File: config.mk
export PLATFORM = sky130hd
export DESIGN_NAME = csa_final_adder_seq
export DESIGN_NICKNAME = d
export VERILOG_FILES = /design/src/rtl/csa_final_adder_seq.sv
export SDC_FILE = /design/constraint.sdc
export NUM_CORES = 1
export LEC_CHECK = 0
export CAP_MARGIN = 20
export CORE_UTILIZATION = 30
export CTS_CLUSTER_DIAMETER = 50
export CTS_CLUSTER_SIZE = 16
export DETAILED_ROUTE_END_ITERATION = 8
export GPL_TIMING_DRIVEN = 0
export MAX_ROUTING_LAYER = met4
export PLACE_DENSITY = 0.5
export SYNTH_ARGS = -nofsm -noshare
export SYNTH_HDL_FRONTEND = slang
export SYNTH_SLANG_ARGS = --single-unit
File: constraint.sdc
create_clock -name clk -period 5.3 [get_ports clk]
set_input_delay 1.59 -clock clk [delete_from_list [all_inputs] [get_ports clk]]
set_output_delay 1.59 -clock clk [all_outputs]
set_load 0.02 [all_outputs]
File: src/rtl/csa_final_adder_seq.sv
// Sequential carry-propagate adder that resolves a CSA sum/carry pair 8 bits per clock.
// Optional macro CSA_FINAL_ADDER_BACK_TO_BACK_EN lets a new pair be accepted while a result is delivered.
module csa_final_adder_seq #(
    parameter int WIDTH = 64,
    parameter int SLICE = 8
) (
    input  logic             clk,
    input  logic             rst_n,
    input  logic             in_valid,
    output logic             in_ready,
    input  logic [WIDTH-1:0] in_sum,
    input  logic [WIDTH-1:0] in_carry,
    output logic             out_valid,
    input  logic             out_ready,
    output logic [WIDTH-1:0] out_result,
    output logic             out_cout
);
    localparam int N = WIDTH / SLICE;
    localparam int IDX_W = (N > 1) ? $clog2(N) : 1;
    localparam logic [IDX_W-1:0] LAST_IDX = IDX_W'(N - 1);

    typedef enum logic [1:0] {
        IDLE = 2'd0,
        ADD  = 2'd1,
        DONE = 2'd2
    } state_t;

    state_t           state_reg;
    state_t           state_next;
    logic             armed_reg;
    logic [WIDTH-1:0] sum_reg;
    logic [WIDTH-1:0] carry_reg;
    logic [WIDTH-1:0] acc_reg;
    logic [WIDTH-1:0] acc_next;
    logic [WIDTH-1:0] result_reg;
    logic             cout_reg;
    logic             c_reg;
    logic [IDX_W-1:0] idx_reg;
    logic [SLICE-1:0] sum_slices   [N];
    logic [SLICE-1:0] carry_slices [N];
    logic [SLICE:0]   slice_res;
    logic             accept;
    logic             last_slice;

    genvar gi;
    generate
        for (gi = 0; gi < N; gi++) begin : g_slice
            assign sum_slices[gi]   = sum_reg[gi*SLICE +: SLICE];
            assign carry_slices[gi] = carry_reg[gi*SLICE +: SLICE];
        end
    endgenerate

    assign slice_res  = {1'b0, sum_slices[idx_reg]} + {1'b0, carry_slices[idx_reg]}
                      + {{SLICE{1'b0}}, c_reg};
    assign last_slice = (idx_reg == LAST_IDX);
    assign accept     = in_valid && in_ready;
    assign out_result = result_reg;
    assign out_cout   = cout_reg;

    // Partial result with the current slice merged in; only published on the last slice.
    always_comb begin
        acc_next = acc_reg;
        acc_next[int'(idx_reg) * SLICE +: SLICE] = slice_res[SLICE-1:0];
    end

    always_comb begin
        state_next = state_reg;
        in_ready   = 1'b0;
        out_valid  = 1'b0;
        case (state_reg)
            IDLE: begin
                in_ready = armed_reg;
                if (in_valid && armed_reg) begin
                    state_next = ADD;
                end
            end
            ADD: begin
                if (last_slice) begin
                    state_next = DONE;
                end
            end
            DONE: begin
                out_valid = 1'b1;
`ifdef CSA_FINAL_ADDER_BACK_TO_BACK_EN
                in_ready = out_ready;
                if (out_ready) begin
                    state_next = in_valid ? ADD : IDLE;
                end
`else
                if (out_ready) begin
                    state_next = IDLE;
                end
`endif
            end
            default: state_next = IDLE;
        endcase
    end

    // armed_reg keeps in_ready low until the first edge after reset release.
    always_ff @(posedge clk or negedge rst_n) begin
        if (!rst_n) begin
            state_reg <= IDLE;
            armed_reg <= 1'b0;
        end else begin
            state_reg <= state_next;
            armed_reg <= 1'b1;
        end
    end

    always_ff @(posedge clk or negedge rst_n) begin
        if (!rst_n) begin
            sum_reg    <= '0;
            carry_reg  <= '0;
            acc_reg    <= '0;
            result_reg <= '0;
            cout_reg   <= 1'b0;
            c_reg      <= 1'b0;
            idx_reg    <= '0;
        end else if (accept) begin
            sum_reg   <= in_sum;
            carry_reg <= in_carry;
            acc_reg   <= '0;
            c_reg     <= 1'b0;
            idx_reg   <= '0;
        end else if (state_reg == ADD) begin
            acc_reg <= acc_next;
            c_reg   <= slice_res[SLICE];
            if (last_slice) begin
                result_reg <= acc_next;
                cout_reg   <= slice_res[SLICE];
            end else begin
                idx_reg <= idx_reg + IDX_W'(1);
            end
        end
    end

endmodule

==> impl_results.md <==
- Status: completed
- Routed via count: 9983
- Ys flop type: dfrtp_1
- Reg area: 0.00661 mm2
- Non-filler cells, final: 2043
- Hold WC Path Type: reg -> reg
- Final nets: approximately 1.6k
- CTS tree: built
- Avg Cell Area, Syn: 9.46 um2
- Post-CTS Hold Buffers: 0
- Crit Path Max Fanout: 10
- Mapped cell area: 0.0119 mm2
- Slew @ Worst Pin: about 1100 ps
- # setup viols final: 0
- Max Cap Violations: 0
- Longest Clk Path Bufs: 3
- Clock sink total: 264
- Clock latency on the worst-skew pair: 530 ps
- Share of cells above drive strength 1: 0.0833
- Most used cell, CP: buf_2
- Req. time, crit path: 5750 ps
- Critical R2R Launch: idx_reg[0]$_DFFE_PN0P_
- PwrDens: 716 mW/mm2
- Max rail drop VDD: 0.509 mV
- Final cycle utilization of the critical path: 0.886
- Fin. Hold Viols: 0
- Post-route ant nets: 0
- Area Growth Syn to Fin: 32.3%
- Core Util, Final: 0.406
- Slowest stage delay, CP: a little over 900 ps
- Clock skew: 23.2 ps
- Total GRT Usage: 0.205
- FF-to-FF setup slack: a little over 600 ps
- Die width: 201 um
- Worst Setup EP: acc_reg[4]$_DFFE_PN0P_
- Dpl cells: 1980
- Leakage Power: around 0.0074 uW
- Most common cell after layout, fill and taps aside: nand2_1
- Synth async-reset ratio: 1.00
- Io pins: 199
- Port bufs: between 150 and 200
- Routability congestion estimate: roughly 0.86
- Critical Path AT: approximately 5100 ps
- Full die area: 0.0406 mm2
- Diodes inserted: 0
- Post-Route WL: 39800 um
- Initial Util: 0.307
- Wire length per cell: 19.5 um
- Crit Reg-Reg Endpoint: acc_reg[4]$_DFFE_PN0P_
- Tmin final: approximately 4700 ps
- R2R depth: 14
- Filler cell count: 3981
- Max Slew Vio Count: 0
- DP HPWL: 29100 um
- Post-synthesis sequential area ratio: 0.554
- Drt pass-1 iters: 5
- Vias/cell: 4.89
- First-pass GRT wire length: between 60000 and 70000 um
- Die Ht: 201 um
- Clock Tree Root: clkbuf_16
- EDFF count, synth: 0
- Slowest library cell on the worst path: xor2_1
- Crit. End Element: flop
- Initial antenna violation count: 0
- Total congestion overflow: 0
- Core area: 0.0389 mm2
- DRC viols: 0
- Synthesized instance count: 1261
- # rows: roughly 70
- Worst Setup SP: idx_reg[0]$_DFFE_PN0P_
- RSZ-0062 raised after global routing: false
- Number of global-route vias before repair: around 10k
- Fmax: roughly 210 MHz
- H-tree Lvls: 2
- Fin Hold WS: ~470 ps
- DRT iter0 DRCs: 703
- Relative slew slack: 0.232
- Largest net degree at the start of global routing: 95
- Yosys warning count: 0
- Mapped Nets: 1409
- Post-synth cell types: 50
- Crit-path cells: buf_2, buf_2, buf_2, mux4_2, nand2_1, nand2_1, fa_1, inv_1, fa_1, nor2b_1, o21ai_0, nand2b_1, xor2_1, mux2_2
- Cts repair resizes: 0
- CP Launch Type: flop
- Crit Path Class: reg -> reg
- Total CTS buffers: 34
- #FFs+latches synth: approximately 260
- Clock slew at reported path FFs: approximately 60 ps
- Commonest cells after routing, fill and taps aside: nand2_1 (489), dfrtp_1 (264), clkdlybuf4s50_1 (197), o21ai_0 (63)
- Post-CTS setup buffers: 0
- Multi-input logic area: between 0.004 and 0.005 mm2
[cell type report]
type | instances | share of cell area
clock buffers | 42 | 0.0597
well taps | 518 | 0.0411
clock inverters | 19 | 0.0121
repair buffers | 203 | 0.131
inverters | 11 | 0.00262
multi-input cells | 908 | 0.314
flip-flops and latches | 264 | 0.419
plain buffers | 78 | 0.0206
[report_power, final]
part	leakage, uW	internal [uW]	total (uW)	switching [uW]
combinational	0.00338	2020	5580	3560
sequential	0.00343	2910	3420	513
clock	0.000557	1350	2300	953
[metrics by stage]
step,setup TNS (ps),setup WS (ps),cell area [um2],power [uW]
after floorplan,0,1530,11900,6660
after global placement,-2412150,-9160,14600,8920
after detailed placement,0,631,14600,9050
after CTS,0,604,15800,11400
after global routing,0,322,15800,12000
final,0,606,15800,11300
[logic make-up after synthesis]
| kind of cell | Yosys count | share of synthesized area |
|---|---|---|
| AND/OR/NAND/NOR | 641 | 0.217 |
| flip-flops | 264 | 0.554 |
| AO/OA/AOI/OAI | 210 | 0.113 |
| adder cells (fa/ha/maj) | 16 | 0.0180 |
| buffers and inverters | 89 | 0.0307 |
| other | 1 | 0.000314 |
| XOR/XNOR | 5 | 0.00367 |
| multiplexers | 35 | 0.0630 |
[Yosys cell counts, drive strengths merged, types with 2 or more instances]
| cell | n | area [um2] |
|---|---|---|
| nand2 | 489 | 1840 |
| a22oi | 4 | 30.0 |
| a31oi | 9 | 56.3 |
| a221o | 2 | 20.0 |
| a32o | 13 | 130 |
| fa | 2 | 40.0 |
| or3 | 6 | 37.5 |
| o22ai | 17 | 106 |
| or2 | 4 | 25.0 |
| mux2i | 2 | 20.0 |
| a211oi | 4 | 42.5 |
| o21ai | 63 | 315 |
| nor2b | 3 | 18.8 |
| nand2b | 7 | 43.8 |
| o211ai | 3 | 22.5 |
| buf | 26 | 129 |
| xnor2 | 2 | 17.5 |
| inv | 10 | 37.5 |
| a21oi | 56 | 280 |
| xor2 | 3 | 26.3 |
| ha | 14 | 175 |
| mux4 | 32 | 721 |
| clkbuf | 52 | 196 |
| nor2 | 56 | 210 |
| and2 | 6 | 38.8 |
| a22o | 30 | 268 |
| nand3 | 29 | 145 |
| dfrtp | 264 | 6610 |
| nand4 | 3 | 18.8 |
| and3 | 17 | 106 |
| a21o | 5 | 37.5 |
| nor3 | 17 | 85.1 |
[metal layers]
layer | vias to the layer above | GRT usage | routed length, um | share of wire
li1 | 4759 | - | - | -
met1 | 4876 | 0.274 | 17800 | 0.45
met2 | 286 | 0.329 | 19200 | 0.48
met3 | 62 | 0.0261 | 1970 | 0.049
met4 | 0 | 0.0547 | 838 | 0.021
met5 | - | - | 0 | 0
[worst max-delay path: cells and delay by family (launching register included)]
| kind | cells | cell delay, ps |
|---|---|---|
| XOR/XNOR | 1 | 920 |
| multiplexers | 2 | 890 |
| adder cells (fa/ha/maj) | 2 | 660 |
| flip-flops | 1 | 400 |
| AND/OR/NAND/NOR | 4 | 420 |
| buffers and inverters | 4 | 1190 |
| AO/OA/AOI/OAI | 1 | 150 |
[worst min path at each step]
stage | start | end | slack (ps) | cells past startpoint
after global routing | carry_reg[52]$_DFFE_PN0P_ | carry_reg[52]$_DFFE_PN0P_ | 490 | 2
after floorplan | carry_reg[16]$_DFFE_PN0P_ | carry_reg[16]$_DFFE_PN0P_ | 440 | 2
final | sum_reg[20]$_DFFE_PN0P_ | sum_reg[20]$_DFFE_PN0P_ | 470 | 2
after CTS | carry_reg[27]$_DFFE_PN0P_ | carry_reg[27]$_DFFE_PN0P_ | 470 | 2
after global placement | carry_reg[6]$_DFFE_PN0P_ | carry_reg[6]$_DFFE_PN0P_ | 450 | 2
after detailed placement | carry_reg[58]$_DFFE_PN0P_ | carry_reg[58]$_DFFE_PN0P_ | 460 | 2
Note: power is estimated with default switching activity, not from simulation.
